## src/rtl/iter_divider.sv

```systemverilog
// Iterative radix-2 RV32M divider (DIV/DIVU/REM/REMU) for the EXE stage.
// Produces one quotient bit per cycle; divide-by-zero and signed overflow finish in one cycle.
module iter_divider #(
  parameter int WIDTH = 32
) (
  input  logic             clk,
  input  logic             nrst,
  input  logic             start,
  input  logic [1:0]       op,
  input  logic [WIDTH-1:0] dividend,
  input  logic [WIDTH-1:0] divisor,
  input  logic             hold,
  input  logic             abort,
  output logic             div_running,
  output logic             done,
  output logic [WIDTH-1:0] result
);

  localparam int CW = $clog2(WIDTH);
  localparam logic [WIDTH-1:0] MOST_NEG = {1'b1, {(WIDTH-1){1'b0}}};

  typedef enum logic [1:0] {S_IDLE, S_BUSY, S_DONE} state_e;

  state_e           state_q, state_d;
  logic [CW-1:0]    cnt_q, cnt_d;
  logic [WIDTH-1:0] result_q, result_d;
  logic [WIDTH-1:0] rem_q, dq_q, dvs_q;
  logic             rem_op_q, neg_quo_q, neg_rem_q;

  logic             acc, special, step, load_op;
  logic             is_signed, a_neg, b_neg, div_zero, ovf;
  logic [WIDTH-1:0] abs_a, abs_b, special_res;
  logic [WIDTH:0]   shifted;
  logic             ge;
  logic [WIDTH-1:0] diff_w, rem_nx, dq_nx, quo_fix, rem_fix, fin;

  assign acc       = (state_q == S_IDLE) & start & ~hold & ~abort;
  assign is_signed = ~op[0];
  assign a_neg     = is_signed & dividend[WIDTH-1];
  assign b_neg     = is_signed & divisor[WIDTH-1];
  assign abs_a     = a_neg ? -dividend : dividend;
  assign abs_b     = b_neg ? -divisor  : divisor;
  assign div_zero  = (divisor == '0);
  assign ovf       = is_signed & (dividend == MOST_NEG) & (divisor == '1);
  assign special   = div_zero | ovf;

  always_comb begin
    special_res = '1;
    if (div_zero)
      special_res = op[1] ? dividend : '1;
    else if (ovf)
      special_res = op[1] ? '0 : dividend;
  end

  // Restoring step: the partial remainder stays below the divisor, so a WIDTH-bit
  // modular difference is exact whenever the trial subtraction succeeds.
  assign shifted = {rem_q, dq_q[WIDTH-1]};
  assign ge      = (shifted >= {1'b0, dvs_q});
  assign diff_w  = shifted[WIDTH-1:0] - dvs_q;
  assign rem_nx  = ge ? diff_w : shifted[WIDTH-1:0];
  assign dq_nx   = {dq_q[WIDTH-2:0], ge};
  assign quo_fix = neg_quo_q ? -dq_nx : dq_nx;
  assign rem_fix = neg_rem_q ? -rem_nx : rem_nx;
  assign fin     = rem_op_q ? rem_fix : quo_fix;

  always_ff @(posedge clk or negedge nrst) begin
    if (!nrst) state_q <= S_IDLE;
    else       state_q <= state_d;
  end

  always_comb begin
    state_d = state_q;
    unique case (state_q)
      S_IDLE: if (acc) state_d = special ? S_DONE : S_BUSY;
      S_BUSY: begin
        if (abort)             state_d = S_IDLE;
        else if (cnt_q == '0)  state_d = S_DONE;
      end
      S_DONE: if (!hold || abort) state_d = S_IDLE;
      default: state_d = S_IDLE;
    endcase
  end

  always_comb begin
    div_running = acc | ((state_q == S_BUSY) & ~abort);
    done        = (state_q == S_DONE);
  end

  assign load_op = acc & ~special;
  assign step    = (state_q == S_BUSY) & ~abort;

  always_comb begin
    cnt_d    = cnt_q;
    result_d = result_q;
    if (acc) begin
      if (special) result_d = special_res;
      else         cnt_d    = CW'(WIDTH-1);
    end else if (step) begin
      if (cnt_q == '0) result_d = fin;
      else             cnt_d    = cnt_q - 1'b1;
    end
  end

  always_ff @(posedge clk or negedge nrst) begin
    if (!nrst) begin
      cnt_q    <= '0;
      result_q <= '0;
    end else begin
      cnt_q    <= cnt_d;
      result_q <= result_d;
    end
  end

  always_ff @(posedge clk) begin
    if (load_op) begin
      rem_q     <= '0;
      dq_q      <= abs_a;
      dvs_q     <= abs_b;
      rem_op_q  <= op[1];
      neg_quo_q <= a_neg ^ b_neg;
      neg_rem_q <= a_neg;
    end else if (step) begin
      rem_q <= rem_nx;
      dq_q  <= dq_nx;
    end
  end

  assign result = result_q;

endmodule

```

## config.mk

```make
export PLATFORM = sky130hd
export DESIGN_NAME = iter_divider
export DESIGN_NICKNAME = d
export VERILOG_FILES = /design/src/rtl/iter_divider.sv
export SDC_FILE = /design/constraint.sdc
export NUM_CORES = 1
export LEC_CHECK = 0
export BUFFER_PORTS_ARGS = -buffer_cell sky130_fd_sc_hd__buf_2
export CORE_ASPECT_RATIO = 1.5
export CORE_UTILIZATION = 25
export CTS_BUF_LIST = sky130_fd_sc_hd__clkbuf_16
export DETAILED_ROUTE_END_ITERATION = 12
export GPL_TIMING_DRIVEN = 0
export MAX_ROUTING_LAYER = met4
export PLACE_DENSITY = 0.43
export SETUP_SLACK_MARGIN = 0.02
export SYNTH_ARGS = -nofsm -noshare
export SYNTH_HDL_FRONTEND = slang
export SYNTH_SLANG_ARGS = --single-unit
```

## constraint.sdc

```tcl
create_clock -name clk -period 5.5 [get_ports clk]
set_input_delay 0.55 -clock clk [delete_from_list [all_inputs] [get_ports clk]]
set_output_delay 0.55 -clock clk [all_outputs]
set_load 0.02 [all_outputs]
```

==> load_flow_metrics.sql, run 1 <==
INSERT INTO impl_metrics (metric_group, metric, value, unit) VALUES
('route', 'drt_first_iter_violations', '764', ''),
('yosys', 'ys_warn_count', '0', ''),
('route', 'drt_drc_violations_left', '0', ''),
('power', 'irDropWorstVdd', '180.9', 'uV'),
('floorplan', 'floorplan.io_pins', '105', ''),
('floorplan', 'die_h', '266.4', 'um'),
('global_routing', 'groute.layer.met2.usage', '40.05', '%'),
('outcome', 'result_of_the_run', 'completed', ''),
('worst_setup_path', 'critical_path.startpoint_type', 'flop', ''),
('clock_tree', 'insertion_delay_of_the_later_clocked_pin_in_the_worst_skew_pair', '460', 'ps'),
('floorplan', 'core_area', '45880', 'um^2'),
('yosys', 'postSynth.topFlopCell', 'edfxtp_1', ''),
('cells_and_area', 'antenna_cells_inserted', '0', ''),
('sta', 'skew', '13.50', 'ps'),
('floorplan', 'chip_width', '178.3', 'um'),
('sta', 'maxClockFrequency', '0.1889', 'GHz'),
('yosys', 'synthesis.instances', '1423', ''),
('place', 'io_buffer_count', '104', ''),
('yosys', 'area_fraction_in_compound_gates_after_synthesis', '24.34', '%'),
('worst_setup_path', 'critical_path.endpoint_type', 'flop', ''),
('worst_setup_path', 'stage_delay_of_the_slowest_cell_on_the_critical_path', '690', 'ps'),
('yosys', 'synthesis.area', '11650', 'um^2'),
('global_routing', 'antenna_found_initial', '0', ''),
('floorplan', 'die_outline_area', '47500', 'um^2'),
('clock_tree', 'clkSlewWorstSetupHoldPaths', '70', 'ps'),
('worst_setup_path', 'critical_path.reg2reg.startpoint', 'rem_q[11]', ''),
('route', 'wire_per_inst', '22.42', 'um'),
('clock_tree', 'cts_made_buffers', '17', ''),
('clock_tree', 'bufs_on_longest_clock_path', '2', ''),
('sta', 'worst_slew_pin_slew', '1207', 'ps'),
('flow_run', 'cap_viol_max_count', '0', ''),
('sta', 'setup_viol_count_final', '0', ''),
('yosys', 'async_flop_share', '28.26', '%'),
('clock_tree', 'cell_chosen_for_the_clock_root', 'clkbuf_16', ''),
('worst_setup_path', 'timing.setup.critical_path_class', 'reg2reg', ''),
('route', 'num_vias', '11320', ''),
('worst_setup_path', 'buf_inv_stages_crit_path', '3', ''),
('sta', 'grt_setup_unrepaired', 'no', ''),
('worst_setup_path', 'cpLargestDelayFamily', 'simple AND/OR/NAND/NOR gates', ''),
('route', 'first_pass_iters', '5', ''),
('worst_setup_path', 'worst-r2r-cell-count', '21', ''),
('place', 'dp_hpwl', '39610', 'um'),
('cells_and_area', 'final_core_utilization', '29.97', '%'),
('cells_and_area', 'final_common_cell', 'a21oi_1', ''),
('cells_and_area', 'areaGrowthSynthToFinish', '18.00', '%'),
('worst_setup_path', 'worstPathMaxFanout', '15', ''),
('route', 'drt.antenna.violating_nets', '0', ''),
('yosys', 'count_of_state_elements_after_synthesis', '138', ''),
('worst_setup_path', 'r2r_setup_slack', '210', 'ps'),
('global_routing', 'grt_first_pass_wirelength', '72610', 'um'),
('power', 'p_per_area', '448.2', 'nW/um^2'),
('global_routing', 'gr-max-usage-layer', 'met2', ''),
('cells_and_area', 'layout.cells.non_filler', '2157', ''),
('sta', 'timing.final.crit_share', '96.25', '%'),
('floorplan', 'initial_utilization', '25.40', '%'),
('global_routing', 'global_route.usage.met1', '22.07', '%'),
('global_routing', 'grt_util_met3', '1.838', '%'),
('worst_setup_path', 'timing.critical_path.arrival', '5630', 'ps'),
('clock_tree', 'htree_levels', '4', ''),
('cells_and_area', 'total_nets_final', '1667', ''),
('route', 'routed_via_density', '5.248', ''),
('worst_setup_path', 'crit_path_frequent_cell', 'nand2_1', ''),
('sta', 'min_period', '5294', 'ps'),
('route', 'totalWireLength', '48360', 'um'),
('yosys', 'yosysSeqAreaShare', '31.14', '%'),
('place', 'dpl-instance-area', '12960', 'um^2'),
('global_routing', 'grt_start_max_net_pins', '40', ''),
('place', 'place_congestion', '0.9047', ''),
('yosys', 'mux_cell_area_share_after_synthesis', '2.620', '%'),
('yosys', 'synth_simple_gate_area_share', '20.85', '%'),
('global_routing', 'overflow', '0', '');
-- registers in the layout (all words and copies together), names as in the netlist --
signal,count
state_q,2
rem_op_q,1
cnt_q,5
neg_quo_q,1
neg_rem_q,1
dvs_q,32
rem_q,32
dq_q,32
result,32
-- area by class of cell --
| class | count | area, um^2 |
|---|---|---|
| buffer | 79 | 478.0 |
| inverter | 61 | 229.0 |
| fill | 5070 | 32130 |
| sequential | 138 | 3628 |
| clock buffer | 17 | 425.4 |
| tap | 588 | 735.7 |
| multi-input combinational | 1141 | 7430 |
| timing repair buffer | 118 | 650.6 |
| clock inverter | 15 | 175.2 |
-- synthesized netlist by cell type (11+ instances only) --
library cell / n / area share [%]
a21oi_1: 167 / 7.2
nor2_1: 159 / 5.1
nand2_1: 112 / 3.6
o21ai_0: 79 / 3.4
xnor2_1: 72 / 5.4
xor2_1: 69 / 5.2
edfxtp_1: 67 / 17
inv_1: 60 / 1.9
clkbuf_1: 50 / 1.6
a211oi_1: 43 / 2.8
nor3_1: 40 / 1.7
dfrtp_1: 39 / 8.4
ha_1: 39 / 4.2
dfxtp_1: 32 / 5.5
o31ai_1: 28 / 1.8
mux2i_1: 26 / 2.2
nand4_1: 25 / 1.3
nand3_1: 22 / 0.94
o211ai_1: 18 / 1.2
a31oi_1: 17 / 0.91
or3_1: 14 / 0.75
nand2b_1: 13 / 0.70
nor2b_1: 13 / 0.70
nor4_1: 13 / 0.70
and3_1: 11 / 0.59
or4_1: 11 / 0.71
-- metal layers --
metal	wire, um	vias up
li1	-	5502
met1	18630	5527
met2	26430	216
met3	1110	75
met4	2187	0
met5	0	-
-- worst max path at each step --
stage,slack [ps],end,cells after the start,from
2_1_floorplan,600,result[28],23,dvs_q[27]
3_3_place_gp,-1290,result[26],24,dvs_q[6]
3_5_place_dp,-1210,result[26],24,dvs_q[6]
4_1_cts,100,result[26],23,dvs_q[21]
5_1_grt,20,result[26],20,dvs_q[22]
6_report,210,result[26],21,rem_q[11]
-- per-stage QoR --
stage                     power [W]  worst slack, ps
after floorplan            0.003745            597.4
after global placement     0.004740            -1291
after detailed placement   0.004738            -1211
after CTS                  0.006059            102.0
after global routing       0.006549            16.79
final                      0.006164            206.1
-- logic make-up (layout without fill, tap and decap cells) --
logic type                 count (synthesis)  after routing
AOI/OAI and AO/OA                        443            443
xor gates and xnor gates                 141            141
adders and majority gates                 41             41
buffers and inverters                    144            290
DFF                                      138            138
muxes                                     30             30
and+or+nand+nor                          486            486
-- report_power, final --
group	switching, W	leakage, nW	internal (W)
registers	0.000217	1.40	0.00125
clock network	0.000527	0.288	0.000714
logic	0.00212	3.65	0.00134
-- repair_timing --
item,in CTS,in global routing
setup buffers,2,10
gates resized for setup,23,6
endpoints found under the setup margin,14,7
hold buffers,0,0
pin swaps,4,4
No activity file was read; power rests on OpenSTA's default activity.
==> inputs of run 2 (changes only) <==
Settings changed: ABC_AREA from default to 1.
Clock period 5.5 ns to 5.62 ns, I/O delays scaled along.
==> run 2 against run 1 <==
Clock skew decreased by 2.5 ps. Non-clock buffer count decreased by 26. Setup slack improved by 320 ps. Total power increased by 7.0%. Register-to-register slack improved by 320 ps. Sequential power increased by 6%. Largest cell class unchanged. Combinational power increased by 10%. Largest power group unchanged. Wire length increased by 16%. Final cell count increased by 30%.
==> load_flow_metrics.sql, run 2 <==
INSERT INTO impl_metrics (metric_group, metric, value, unit) VALUES
('outcome', 'result_of_the_run', 'completed', ''),
('power', 'cell_internal_pwr', '0.003216', 'W'),
('yosys', 'syn_avg_cell_area', '6.420', 'um^2'),
('yosys', 'synth.top_cell.area_share', '15.66', '%'),
('clock_tree', 'post_cts_resize_count', '0', ''),
('route', 'first_pass_iters', '5', ''),
('power', 'clock_power_share', '18.5', '%'),
('sta', 'skew', '10.96', 'ps'),
('floorplan', 'die_h', '279.6', 'um'),
('global_routing', 'antenna_found_initial', '0', ''),
('yosys', 'cell_variety_after_synth', '58', ''),
('floorplan', 'initial_utilization', '25.35', '%'),
('cells_and_area', 'final_common_cell', 'nand2_1', ''),
('clock_tree', 'insertion_delay_of_the_later_clocked_pin_in_the_worst_skew_pair', '460', 'ps'),
('power', 'leakage', '7.182', 'nW'),
('clock_tree', 'post_cts_hold_buffer_count', '0', ''),
('power', 'net_switching_power', '0.003377', 'W'),
('clock_tree', 'clkSlewWorstSetupHoldPaths', '70', 'ps'),
('hold_path', 'holdCritPathClass', 'in2async', ''),
('cells_and_area', 'areaGrowthSynthToFinish', '15.38', '%'),
('sta', 'timing.max_slew.rel_slack', '29.40', '%'),
('power', 'sw_frac_of_total', '51.22', '%'),
('cells_and_area', 'drive_gt1_share', '12.63', '%'),
('route', 'drt_first_iter_violations', '770', ''),
('floorplan', 'floorplan.io_pins', '105', ''),
('yosys', 'async_flop_share', '28.26', '%'),
('cells_and_area', 'final_area', '14820', 'um^2'),
('power', 'comb_power_share', '57.9', '%'),
('yosys', 'synth_largest_area_cell', 'edfxtp_1', ''),
('route', 'routed_via_density', '4.751', ''),
('place', 'place_congestion', '0.9613', ''),
('worst_setup_path', 'critical_path_required', '6000', 'ps'),
('global_routing', 'vias_in_the_first_global_route', '13770', ''),
('clock_tree', 'cts_tree', 'done', ''),
('power', 'irDropWorstVdd', '204.9', 'uV'),
('power', 'p_per_area', '444.8', 'nW/um^2'),
('worst_setup_path', 'timing.critical_path.arrival', '5470', 'ps'),
('yosys', 'synthesis.area', '12850', 'um^2'),
('cells_and_area', 'total_nets_final', '2235', ''),
('floorplan', 'die_outline_area', '52320', 'um^2'),
('sta', 'grt_setup_unrepaired', 'no', ''),
('route', 'num_vias', '13330', ''),
('sta', 'report.final.slew_viol_count', '0', ''),
('yosys', 'ys_warn_count', '0', ''),
('global_routing', 'grt_start_max_net_pins', '40', ''),
('worst_setup_path', 'critical_path.startpoint_type', 'flop', ''),
('yosys', 'synthMostInstantiatedCell', 'nand2_1', ''),
('worst_setup_path', 'cpLargestDelayFamily', 'simple AND/OR/NAND/NOR gates', ''),
('global_routing', 'overflow', '0', ''),
('route', 'drt_drc_violations_left', '0', ''),
('yosys', 'synth_common_cells', 'nand2_1, inv_1, nor2_1', ''),
('yosys', 'cell_types_occupying_the_most_area_after_synthesis', 'edfxtp_1, nand2_1, inv_1', ''),
('place', 'placed_cell_count', '2774', ''),
('yosys', 'synth_edf_count', '67', ''),
('worst_setup_path', 'slowest_stage', 'nor3_1', ''),
('yosys', 'count_of_state_elements_after_synthesis', '138', ''),
('yosys', 'synth.net_count', '2112', ''),
('place', 'dpl-instance-area', '14210', 'um^2'),
('global_routing', 'grt_use_total', '22.38', '%'),
('power', 'power.sequential.fraction', '23.7', '%'),
('clock_tree', 'bufs_on_longest_clock_path', '2', ''),
('floorplan', 'core_area', '50670', 'um^2'),
('sta', 'maxClockFrequency', '0.1965', 'GHz'),
('sta', 'worst_slew_pin_slew', '1059', 'ps'),
('sta', 'min_period', '5090', 'ps'),
('clock_tree', 'cts_made_buffers', '17', ''),
('place', 'dp_hpwl', '48220', 'um'),
('worst_setup_path', 'worstPathMaxFanout', '10', ''),
('route', 'wire_per_inst', '20.05', 'um'),
('place', 'preCtsSetupSlack', '503.2', 'ps'),
('sta', 'setup_viol_count_final', '0', ''),
('clock_tree', 'htree_levels', '4', ''),
('flow_run', 'cap_viol_max_count', '0', ''),
('sta', 'hold_violations', '0', ''),
('route', 'drt.antenna.violating_nets', '0', ''),
('sta', 'timing.final.crit_share', '90.57', '%'),
('floorplan', 'fp-row-count', '101', ''),
('worst_setup_path', 'buf_inv_stages_crit_path', '5', ''),
('sta', 'totalNegativeSetupSlack', '0', 'ps'),
('worst_setup_path', 'critical_path.endpoint_type', 'flop', ''),
('cells_and_area', 'highest_count_cells_in_the_layout_ignoring_fill_and_taps', 'nand2_1, inv_1, nor2_1, nand3_1, o21ai_0', ''),
('power', 'power.total', '0.006593', 'W'),
('global_routing', 'grt_first_pass_wirelength', '84010', 'um'),
('clock_tree', 'post-cts-setup-buffer-count', '0', ''),
('yosys', 'yosysSeqAreaShare', '28.24', '%'),
('cells_and_area', 'antenna_cells_inserted', '0', ''),
('worst_setup_path', 'stage_delay_of_the_slowest_cell_on_the_critical_path', '420', 'ps'),
('sta', 'post-route-worst-setup-slack', '529.9', 'ps'),
('route', 'totalWireLength', '56260', 'um'),
('worst_setup_path', 'timing.setup.critical_path_class', 'reg2reg', ''),
('cells_and_area', 'layout.cells.non_filler', '2806', ''),
('yosys', 'postSynth.topFlopCell', 'edfxtp_1', ''),
('floorplan', 'chip_width', '187.1', 'um'),
('clock_tree', 'cell_chosen_for_the_clock_root', 'clkbuf_16', ''),
('clock_tree', 'clock_sink_count', '138', ''),
('place', 'io_buffer_count', '104', ''),
('worst_setup_path', 'path_cells', 'inv_1, ha_1, a21oi_1, a21boi_0, nor2_1, nor2_8, nand2_8, buf_12, inv_2, ha_1, nand3_1, nor3_1, nand4_1, nor3_1, nand3_1, inv_1, nand3_1, o21ai_0, inv_1, a21oi_1, o21ai_0, nand2_1, nand2_1, a21boi_1', ''),
('yosys', 'synthesis.instances', '2001', '');
[run 2: cell count changes after synthesis, sizes merged, moves of 24 or more]
cell	delta
nand2	+452
xnor2	-68
o21ai	+62
o31ai	-24
nor2	+44
nand3	+140
a21oi	-58
mux2i	-26
inv	+240
a211oi	-45
[run 2: worst reg2reg max path, stage by stage, from the launching register on]
cell and delay (ps):
edfxtp_1 360, inv_1 210, ha_1 350, a21oi_1 260, a21boi_0 270, nor2_1 150
nor2_8 260, nand2_8 110, buf_12 170, inv_2 200, ha_1 220, nand3_1 130
nor3_1 420, nand4_1 270, nor3_1 360, nand3_1 120, inv_1 180, nand3_1 170
o21ai_0 220, inv_1 70, a21oi_1 110, o21ai_0 100, nand2_1 70, nand2_1 90
a21boi_1 150
[run 2: layout make-up]
type	count	area [um^2]
Multi-Input combinational cell	1494	7751
Buffer	67	336.6
Tap cell	669	837.1
Clock inverter	15	190.2
Timing Repair Buffer	104	520.5
Clock buffer	17	425.4
Fill cell	5701	35850
Inverter	302	1134
Sequential cell	138	3628
[run 2: power groups by stage]
stage               Combinational (W)  Clock [W]  Sequential (W)
CTS                           0.00382    0.00123         0.00156
detailed placement            0.00380          0         0.00158
finish                        0.00381    0.00122         0.00156
global route                  0.00428    0.00126         0.00160
global placement              0.00379          0         0.00158
floorplan                     0.00255          0         0.00164
[run 2: cell families after synthesis]
logic type / share of synthesized area, %
AND/OR/NAND/NOR: 36.72
AO/OA/AOI/OAI: 14.80
XOR/XNOR: 4.840
buffers and inverters: 11.44
flip-flops: 28.24
adder cells (fa/ha/maj): 3.954
[run 2: final timing paths]
check | from | to | slack, ps | cells past startpoint
worst min register to register | result[14] | result[14] | 480 | 2
worst max-delay path | dvs_q[28] | result[28] | 530 | 24
max in group asynchronous | nrst | result[8] | 4670 | 1
worst max register to register | dvs_q[28] | result[28] | 530 | 24
worst min-delay path | nrst | result[14] | 280 | 1
min in group clk | divisor[0] | dvs_q[0] | 350 | 1
[run 2: stage by stage]
step	utilization, %	hold slack [ps]
floorplan	-	266.4
global placement	28.03	459.2
detailed placement	28.04	461.7
CTS	29.25	320.4
global route	29.25	353.5
finish	29.25	283.5
[run 2: per-layer routing]
metal | routed length, um | vias up | GRT usage (%)
li1 | - | 6759 | -
met1 | 19940 | 6133 | 20.59
met2 | 30090 | 296 | 42.06
met3 | 1068 | 144 | 1.616
met4 | 5161 | 0 | 18.71
met5 | 0 | - | -
